$ cat config.mk
export PLATFORM = sky130hd
export DESIGN_NAME = uart_serial_core
export DESIGN_NICKNAME = d
export VERILOG_FILES = /design/src/rtl/uart_pkg.sv /design/src/rtl/uart_fifo.sv /design/src/rtl/uart_serial_core.sv
export SDC_FILE = /design/constraint.sdc
export NUM_CORES = 1
export LEC_CHECK = 0
export CAP_MARGIN = 0
export CORE_MARGIN = 2
export CORE_UTILIZATION = 39
export CTS_CLUSTER_SIZE = 24
export DETAILED_ROUTE_END_ITERATION = 10
export DONT_BUFFER_PORTS = 1
export PLACE_DENSITY = 0.52
export SKIP_CTS_REPAIR_TIMING = 1
export SYNTH_ARGS = -nofsm -noshare
export SYNTH_HDL_FRONTEND = slang
export SYNTH_HIERARCHICAL = 1
export SYNTH_SLANG_ARGS = --single-unit
export TNS_END_PERCENT = 30
$ cat constraint.sdc
create_clock -name clk -period 6.66 [get_ports clk]
set_input_delay 1.998 -clock clk [delete_from_list [all_inputs] [get_ports clk]]
set_output_delay 1.998 -clock clk [all_outputs]
set_load 0.02 [all_outputs]
$ cat src/rtl/uart_pkg.sv
// -----------------------------------------------------------------------------
// uart_pkg
//   Shared definitions for the UART serial core: frame timing constants,
//   counter widths and the state encoding used by both the TX and RX engines.
// -----------------------------------------------------------------------------
package uart_pkg;

  localparam int TICKS_PER_BIT = 4;  // sio_ce_x4 ticks per serial bit
  localparam int DATA_BITS     = 8;  // 8N1 payload width
  localparam int TICK_W        = $clog2(TICKS_PER_BIT);
  localparam int BIT_W         = $clog2(DATA_BITS);

  typedef enum logic [1:0] {
    ST_IDLE,
    ST_START,
    ST_DATA,
    ST_STOP
  } uart_state_t;

endpackage

$ cat src/rtl/uart_fifo.sv
// -----------------------------------------------------------------------------
// uart_fifo
//   Synchronous FIFO with count-based full/empty and first-word fall-through
//   read: rdata always shows the head entry without a read request.
//   A pop on a non-empty FIFO and a push in the same cycle both take effect;
//   a push into a full FIFO is accepted only when a pop frees a slot that
//   same cycle.
//
// Ports
//   clk, resetn   clock, synchronous active-low reset
//   push, wdata   write request and data
//   pop           remove head entry (ignored when empty)
//   rdata         head entry (combinational)
//   full, empty   occupancy flags
// -----------------------------------------------------------------------------
module uart_fifo #(
  parameter int DEPTH = 4,
  parameter int WIDTH = 8
) (
  input  logic             clk,
  input  logic             resetn,
  input  logic             push,
  input  logic [WIDTH-1:0] wdata,
  input  logic             pop,
  output logic [WIDTH-1:0] rdata,
  output logic             full,
  output logic             empty
);

  localparam int             AW       = (DEPTH > 1) ? $clog2(DEPTH) : 1;
  localparam logic [AW:0]    FULL_CNT = DEPTH[AW:0];

  logic [WIDTH-1:0] mem [DEPTH];
  logic [AW-1:0]    wr_ptr;
  logic [AW-1:0]    rd_ptr;
  logic [AW:0]      count;
  logic             pop_ok;
  logic             push_ok;

  assign full    = (count == FULL_CNT);
  assign empty   = (count == '0);
  assign pop_ok  = pop && !empty;
  assign push_ok = push && (!full || pop_ok);
  assign rdata   = mem[rd_ptr];

  // NOTE: sequential state is assigned with <= so every register samples the
  // pre-edge values; blocking assignments here would create ordering races.
  always_ff @(posedge clk) begin
    if (!resetn) begin
      wr_ptr <= '0;
      rd_ptr <= '0;
      count  <= '0;
      // NOTE: storage is cleared on reset so the FWFT head reads 0 afterwards;
      // this costs a reset mux per bit and is only worth it because dout is
      // visible while empty.
      for (int i = 0; i < DEPTH; i++) begin
        mem[i] <= '0;
      end
    end else begin
      if (push_ok) begin
        mem[wr_ptr] <= wdata;
        wr_ptr      <= wr_ptr + AW'(1);
      end
      if (pop_ok) begin
        rd_ptr <= rd_ptr + AW'(1);
      end
      case ({push_ok, pop_ok})
        2'b10:   count <= count + 1'b1;
        2'b01:   count <= count - 1'b1;
        default: count <= count;
      endcase
    end
  end

endmodule

$ cat src/rtl/uart_serial_core.sv
// -----------------------------------------------------------------------------
// uart_serial_core
//   8N1 UART with TX and RX byte FIFOs. Bit timing is derived from an external
//   one-clock tick at 4x the bit rate; both serial engines only advance on
//   that tick, while FIFO pushes/pops run every clock.
//
// Ports
//   clk, resetn   clock, synchronous active-low reset
//   sio_ce_x4     one-clk tick at 4x bit rate
//   din, we       TX byte and push strobe (ignored while full)
//   full          TX FIFO full
//   re, dout      RX pop strobe and RX head (fall-through)
//   empty         RX FIFO empty
//   err_clr       clears overrun / frame_err (a same-cycle set wins)
//   overrun       sticky: received byte dropped because RX FIFO was full
//   frame_err     sticky: stop bit sampled low
//   rxd           asynchronous serial input
//   txd           serial output, idle high
// -----------------------------------------------------------------------------
module uart_serial_core
  import uart_pkg::*;
#(
  parameter int FIFO_DEPTH = 4
) (
  input  logic       clk,
  input  logic       resetn,
  input  logic       sio_ce_x4,
  input  logic [7:0] din,
  input  logic       we,
  input  logic       re,
  output logic [7:0] dout,
  output logic       full,
  output logic       empty,
  input  logic       err_clr,
  output logic       overrun,
  output logic       frame_err,
  input  logic       rxd,
  output logic       txd
);

  localparam logic [TICK_W-1:0] LAST_TICK = TICK_W'(TICKS_PER_BIT - 1);
  localparam logic [TICK_W-1:0] MID_TICK  = TICK_W'(TICKS_PER_BIT / 2 - 1);
  localparam logic [BIT_W-1:0]  LAST_BIT  = BIT_W'(DATA_BITS - 1);

  // ---------------------------------------------------------------------------
  // TX path
  // ---------------------------------------------------------------------------
  uart_state_t          tx_state;
  logic [TICK_W-1:0]    tx_tick;
  logic [BIT_W-1:0]     tx_bit;
  logic [DATA_BITS-1:0] tx_sh;
  logic [DATA_BITS-1:0] tx_head;
  logic                 tx_empty;
  logic                 tx_pop;

  // A new frame is launched from IDLE or straight out of the last STOP tick,
  // so back-to-back bytes leave no idle bit between frames.
  assign tx_pop = sio_ce_x4 && !tx_empty &&
                  ((tx_state == ST_IDLE) ||
                   (tx_state == ST_STOP && tx_tick == LAST_TICK));

  uart_fifo #(.DEPTH(FIFO_DEPTH), .WIDTH(DATA_BITS)) u_tx_fifo (
    .clk    (clk),
    .resetn (resetn),
    .push   (we && !full),
    .wdata  (din),
    .pop    (tx_pop),
    .rdata  (tx_head),
    .full   (full),
    .empty  (tx_empty)
  );

  always_ff @(posedge clk) begin
    if (!resetn) begin
      tx_state <= ST_IDLE;
      tx_tick  <= '0;
      tx_bit   <= '0;
      tx_sh    <= '0;
      txd      <= 1'b1;
    end else if (sio_ce_x4) begin
      if (tx_pop) begin
        tx_state <= ST_START;
        tx_sh    <= tx_head;
        tx_tick  <= '0;
        tx_bit   <= '0;
        txd      <= 1'b0;
      end else begin
        case (tx_state)
          ST_IDLE: begin
            txd <= 1'b1;
          end
          ST_START: begin
            if (tx_tick == LAST_TICK) begin
              tx_state <= ST_DATA;
              tx_tick  <= '0;
              txd      <= tx_sh[0];
            end else begin
              tx_tick <= tx_tick + 1'b1;
            end
          end
          ST_DATA: begin
            if (tx_tick == LAST_TICK) begin
              tx_tick <= '0;
              if (tx_bit == LAST_BIT) begin
                tx_state <= ST_STOP;
                txd      <= 1'b1;
              end else begin
                tx_bit <= tx_bit + 1'b1;
                tx_sh  <= {1'b0, tx_sh[DATA_BITS-1:1]};
                txd    <= tx_sh[1];
              end
            end else begin
              tx_tick <= tx_tick + 1'b1;
            end
          end
          ST_STOP: begin
            if (tx_tick == LAST_TICK) begin
              tx_state <= ST_IDLE;
              tx_tick  <= '0;
            end else begin
              tx_tick <= tx_tick + 1'b1;
            end
          end
          default: begin
            tx_state <= ST_IDLE;
            txd      <= 1'b1;
          end
        endcase
      end
    end
  end

  // ---------------------------------------------------------------------------
  // RX path
  // ---------------------------------------------------------------------------
  logic                 rxd_meta;
  logic                 rxd_sync;
  uart_state_t          rx_state;
  logic [TICK_W-1:0]    rx_tick;
  logic [BIT_W-1:0]     rx_bit;
  logic [DATA_BITS-1:0] rx_sh;
  logic                 rx_wait_high;  // stop bit was low; hold until line idles
  logic                 rx_full;
  logic                 stop_sample;
  logic                 rx_push;
  logic                 overrun_set;
  logic                 frame_set;

  // Two-flop synchronizer; resets to the idle-line level so a reset does not
  // look like a start bit.
  always_ff @(posedge clk) begin
    if (!resetn) begin
      rxd_meta <= 1'b1;
      rxd_sync <= 1'b1;
    end else begin
      rxd_meta <= rxd;
      rxd_sync <= rxd_meta;
    end
  end

  assign stop_sample = sio_ce_x4 && (rx_state == ST_STOP) && !rx_wait_high &&
                       (rx_tick == LAST_TICK);
  assign rx_push     = stop_sample && rxd_sync;
  assign frame_set   = stop_sample && !rxd_sync;
  // A full FIFO still takes the byte when re frees a slot the same cycle;
  // re with full=1 is always an effective pop since full implies non-empty.
  assign overrun_set = rx_push && rx_full && !re;

  uart_fifo #(.DEPTH(FIFO_DEPTH), .WIDTH(DATA_BITS)) u_rx_fifo (
    .clk    (clk),
    .resetn (resetn),
    .push   (rx_push),
    .wdata  (rx_sh),
    .pop    (re),
    .rdata  (dout),
    .full   (rx_full),
    .empty  (empty)
  );

  always_ff @(posedge clk) begin
    if (!resetn) begin
      rx_state     <= ST_IDLE;
      rx_tick      <= '0;
      rx_bit       <= '0;
      rx_sh        <= '0;
      rx_wait_high <= 1'b0;
    end else if (sio_ce_x4) begin
      case (rx_state)
        ST_IDLE: begin
          if (!rxd_sync) begin
            rx_state <= ST_START;
            rx_tick  <= '0;
          end
        end
        ST_START: begin
          // Re-check at mid-bit; a line back high by then was a glitch.
          if (rx_tick == MID_TICK) begin
            rx_tick  <= '0;
            rx_bit   <= '0;
            rx_state <= rxd_sync ? ST_IDLE : ST_DATA;
          end else begin
            rx_tick <= rx_tick + 1'b1;
          end
        end
        ST_DATA: begin
          if (rx_tick == LAST_TICK) begin
            rx_tick <= '0;
            rx_sh   <= {rxd_sync, rx_sh[DATA_BITS-1:1]};
            if (rx_bit == LAST_BIT) begin
              rx_state <= ST_STOP;
            end else begin
              rx_bit <= rx_bit + 1'b1;
            end
          end else begin
            rx_tick <= rx_tick + 1'b1;
          end
        end
        ST_STOP: begin
          if (rx_wait_high) begin
            if (rxd_sync) begin
              rx_state     <= ST_IDLE;
              rx_wait_high <= 1'b0;
            end
          end else if (rx_tick == LAST_TICK) begin
            rx_tick <= '0;
            if (rxd_sync) begin
              rx_state <= ST_IDLE;
            end else begin
              rx_wait_high <= 1'b1;
            end
          end else begin
            rx_tick <= rx_tick + 1'b1;
          end
        end
        default: begin
          rx_state <= ST_IDLE;
        end
      endcase
    end
  end

  // Sticky error flags: a set event in the same cycle as err_clr wins.
  always_ff @(posedge clk) begin
    if (!resetn) begin
      overrun   <= 1'b0;
      frame_err <= 1'b0;
    end else begin
      overrun   <= overrun_set || (overrun && !err_clr);
      frame_err <= frame_set || (frame_err && !err_clr);
    end
  end

endmodule

==> out/qor.csv <==
stage,metric,value,unit
power_and_ir_drop,p_sw_frac,0.2417,
placed_design,dpl.cell_count,648,
clock_tree,clockBufferDepth,2,
timing,drv_slew,0,
critical_path,path_class,in -> reg,
timing,setup_viol_count_final,0,
final_layout,n_antenna_cell,0,
timing,relSlewSlack,0.1334,
global_routing,grt_max_degree,42,
global_routing,antenna_found_initial,0,
synth,synth_area,0.005625,sq mm
global_routing,grt-ovfl-total,0,
routing,wl_per_cell,15.63,microns
critical_path,end_kind,flip-flop,
synth,syn_avg_cell_area,11.50,sq um
die,fp-row-count,43,
synth,synth_compound_area_frac,0.08407,
power_and_ir_drop,combPwrFrac,0.110,
final_layout,syn2layout_area_growth,11.88,%
critical_path,cpPeakStageDelay,1.05,ns
synth,ys_ff_latch,118,
power_and_ir_drop,clockPowerShare,0.443,
critical_path,reg2reg_slack,3.50,ns
power_and_ir_drop,power.density,307.7,mW/mm^2
synth,synth-edff-count,64,
timing,tns,0,ns
routing,vias_per_cell,5.065,
critical_path,crit_buf_inv,2,
power_and_ir_drop,intPower,1469,uW
placed_design,place_ws,2.147,ns
final_layout,drive_gt1_frac,0.1360,
final_layout,final_cell_mix,"and2_1, edfxtp_1, dfxtp_1",
status,status,"finished, final reports clean",
die,die_h,124.1,microns
die,die_area,0.01540,sq mm
job,cap_violations,0,
routing,wirelength,10630,microns
power_and_ir_drop,p_sw,468.1,uW
timing,max_freq,244.0,MHz
synth,synthMuxAreaShare,0.09631,
synth,yosys-top-cells-area,"edfxtp_1, dfxtp_1, and2_1",
clock_tree,root_buffer,clkbuf_16,
synth,yosysUniqueCellTypes,59,
timing,whs,0.4149,ns
synth,synth_top_family_by_area,simple AND/OR/NAND/NOR gates,
critical_path,crit_slowest_cell,o21ai_0,
timing,fin_ws,2.561,ns
timing,rsz0062_at_grt,false,
clock_tree,clock_sinks,118,
synth,synth_area_leader_cell,edfxtp_1,
final_layout,layout_commonest_cell,and2_1,
critical_path,r2r-start,tx_tick[0]$_SDFFE_PN0P_,
clock_tree,clk_pin_slew_worst_paths,0.05,ns
power_and_ir_drop,p_seq_frac,0.448,
routing,drc,0,
placed_design,portBuffers,0,
synth,synthAdderAreaFrac,0.03381,
global_routing,globalRouteTotalUtil,0.1537,
final_layout,final_nets,516,
placed_design,place_congestion,0.7652,
global_routing,grt_pass1_vias,3467,
clock_tree,htreeDepth,4,
critical_path,crit_arrival,4.12,ns
die,ios,28,
timing,max_slew.worst_pin.slew,1.286,ns
clock_tree,cts_made_buffers,17,
final_layout,finalNonFillerCells,680,
power_and_ir_drop,leakage,0.002360,uW
critical_path,crit_fanout,21,
timing,fin_crit,4.099,ns
min_path,min_path_cells,1,
power_and_ir_drop,vdd_drop_max,0.0001778,V
timing,fin_crit_sh,0.6154,
critical_path,start_kind,input port,
clock_tree,clock_latency,0.41,ns
synth,seq_area_frac_synth,0.5338,
critical_path,critPathTopFamily,compound AO/OA/AOI/OAI gates,
die,die_x,124.1,microns
global_routing,grt_pass1_wl,17940,microns
min_path,hold_start,rxd_meta$_SDFF_PN1_,
timing,finalHoldViolCount,0,
critical_path,cp.required,6.68,ns
synth,syn-instance-count,489,
synth,synth-xor-area-share,0.02024,
placed_design,place_hpwl,7303,microns
timing,fin_skew,0.01089,ns
critical_path,r2r-end,u_tx_fifo/mem[1][7]$_SDFFCE_PN0P_,
routing,drt-pass1-iter-count,4,
critical_path,rr_worst_depth,7,
die,core,0.01399,sq mm
synth,synth_top_area_frac,0.3416,
routing,ant_nets,0,
min_path,hold_path_end,rxd_sync$_SDFF_PN1_,
synth,async_flop_share,0,
synth,yosys.area_share.simple,0.1953,
synth,synth_top_flop_cell,edfxtp_1,
routing,vias,3444,
routing,initialDrtViolationCount,195,
min_path,hp-class,reg -> reg,
critical_path,path_cells,inv_2 > or3_4 > inv_1 > or4b_4 > nand3_1 > o21ai_0,
die,start_util,0.4021,
synth,yosys_warnings,6,
clock_tree,cts_tree,built,
synth,syn_nets,518,
==> layer usage <==
layer	routed length (microns)	track usage
met1	5220	0.2004
met2	4877	0.2380
met3	386	0.04304
met4	146	0.06952
met5	0	0
==> final cells by class <==
type / count / area (sq um)
fill: 1323 / 7695
clock buffer: 22 / 444.2
tap: 180 / 225.2
timing repair buffer: 3 / 22.52
inverter: 20 / 75.07
clock inverter: 10 / 106.4
multi-input combinational: 327 / 2417
sequential: 118 / 3003
==> power groups by stage <==
stage               logic (uW)  clock network [uW]  registers, uW
CTS                        214                 877            867
finish                     213                 857            867
global route               238                 914            874
detailed placement         213                   0            881
global placement           210                   0            881
floorplan                  195                   0            860
==> worst max-delay path by stage <==
stage,endpoint,cells past startpoint,slack [ns],startpoint
2_1_floorplan,u_tx_fifo/count[1]$_SDFFE_PN0P_,11,2.55,sio_ce_x4
3_3_place_gp,u_tx_fifo/mem[1][0]$_SDFFCE_PN0P_,6,2.28,sio_ce_x4
3_5_place_dp,u_tx_fifo/mem[1][3]$_SDFFCE_PN0P_,6,2.15,sio_ce_x4
4_1_cts,u_tx_fifo/mem[1][4]$_SDFFCE_PN0P_,6,2.59,sio_ce_x4
5_1_grt,u_tx_fifo/mem[0][4]$_SDFFCE_PN0P_,7,2.43,sio_ce_x4
6_report,u_tx_fifo/mem[1][7]$_SDFFCE_PN0P_,6,2.56,sio_ce_x4
==> cell usage after synthesis, drive strengths merged, types with 8 or more instances <==
library cell  count
ha               12
mux4             16
and2             75
dfxtp            54
nor2             21
inv              19
nand2            42
a21oi            20
o21ai            18
buf              15
nand2b           12
nand3             8
a211oi            8
clkbuf            9
mux2i            17
edfxtp           64
==> logic make-up (layout without fill, tap and decap cells) <==
logic type	Yosys count	count (layout)
and+or+nand+nor	193	193
DFF	118	118
AOI/OAI and AO/OA	73	73
buffers and inverters	44	55
xor gates and xnor gates	13	13
muxes	34	34
adders and majority gates	14	14
==> per-stage QoR <==
step / area, sq um / util / total power, uW
6_report: 6294 / 0.4499 / 1937
5_1_grt: 6294 / 0.4499 / 2027
4_1_cts: 6294 / 0.4499 / 1958
3_5_place_dp: 5743 / 0.4106 / 1094
3_3_place_gp: 5743 / 0.4106 / 1091
2_1_floorplan: 5625 / - / 1055
==> registers in the layout, indices dropped and copies added, names as in the netlist, 2 cells and up, named ones only <==
signal	cells
u_rx_fifo/mem	32
tx_sh	8
rx_sh	8
u_tx_fifo/mem	32
rx_bit	3
u_rx_fifo/rd_ptr	2
u_tx_fifo/count	3
u_rx_fifo/count	3
u_tx_fifo/rd_ptr	2
tx_tick	2
tx_state	2
u_rx_fifo/wr_ptr	2
tx_bit	3
u_tx_fifo/wr_ptr	2
rx_tick	2
Note: power is estimated with default switching activity, not from simulation.
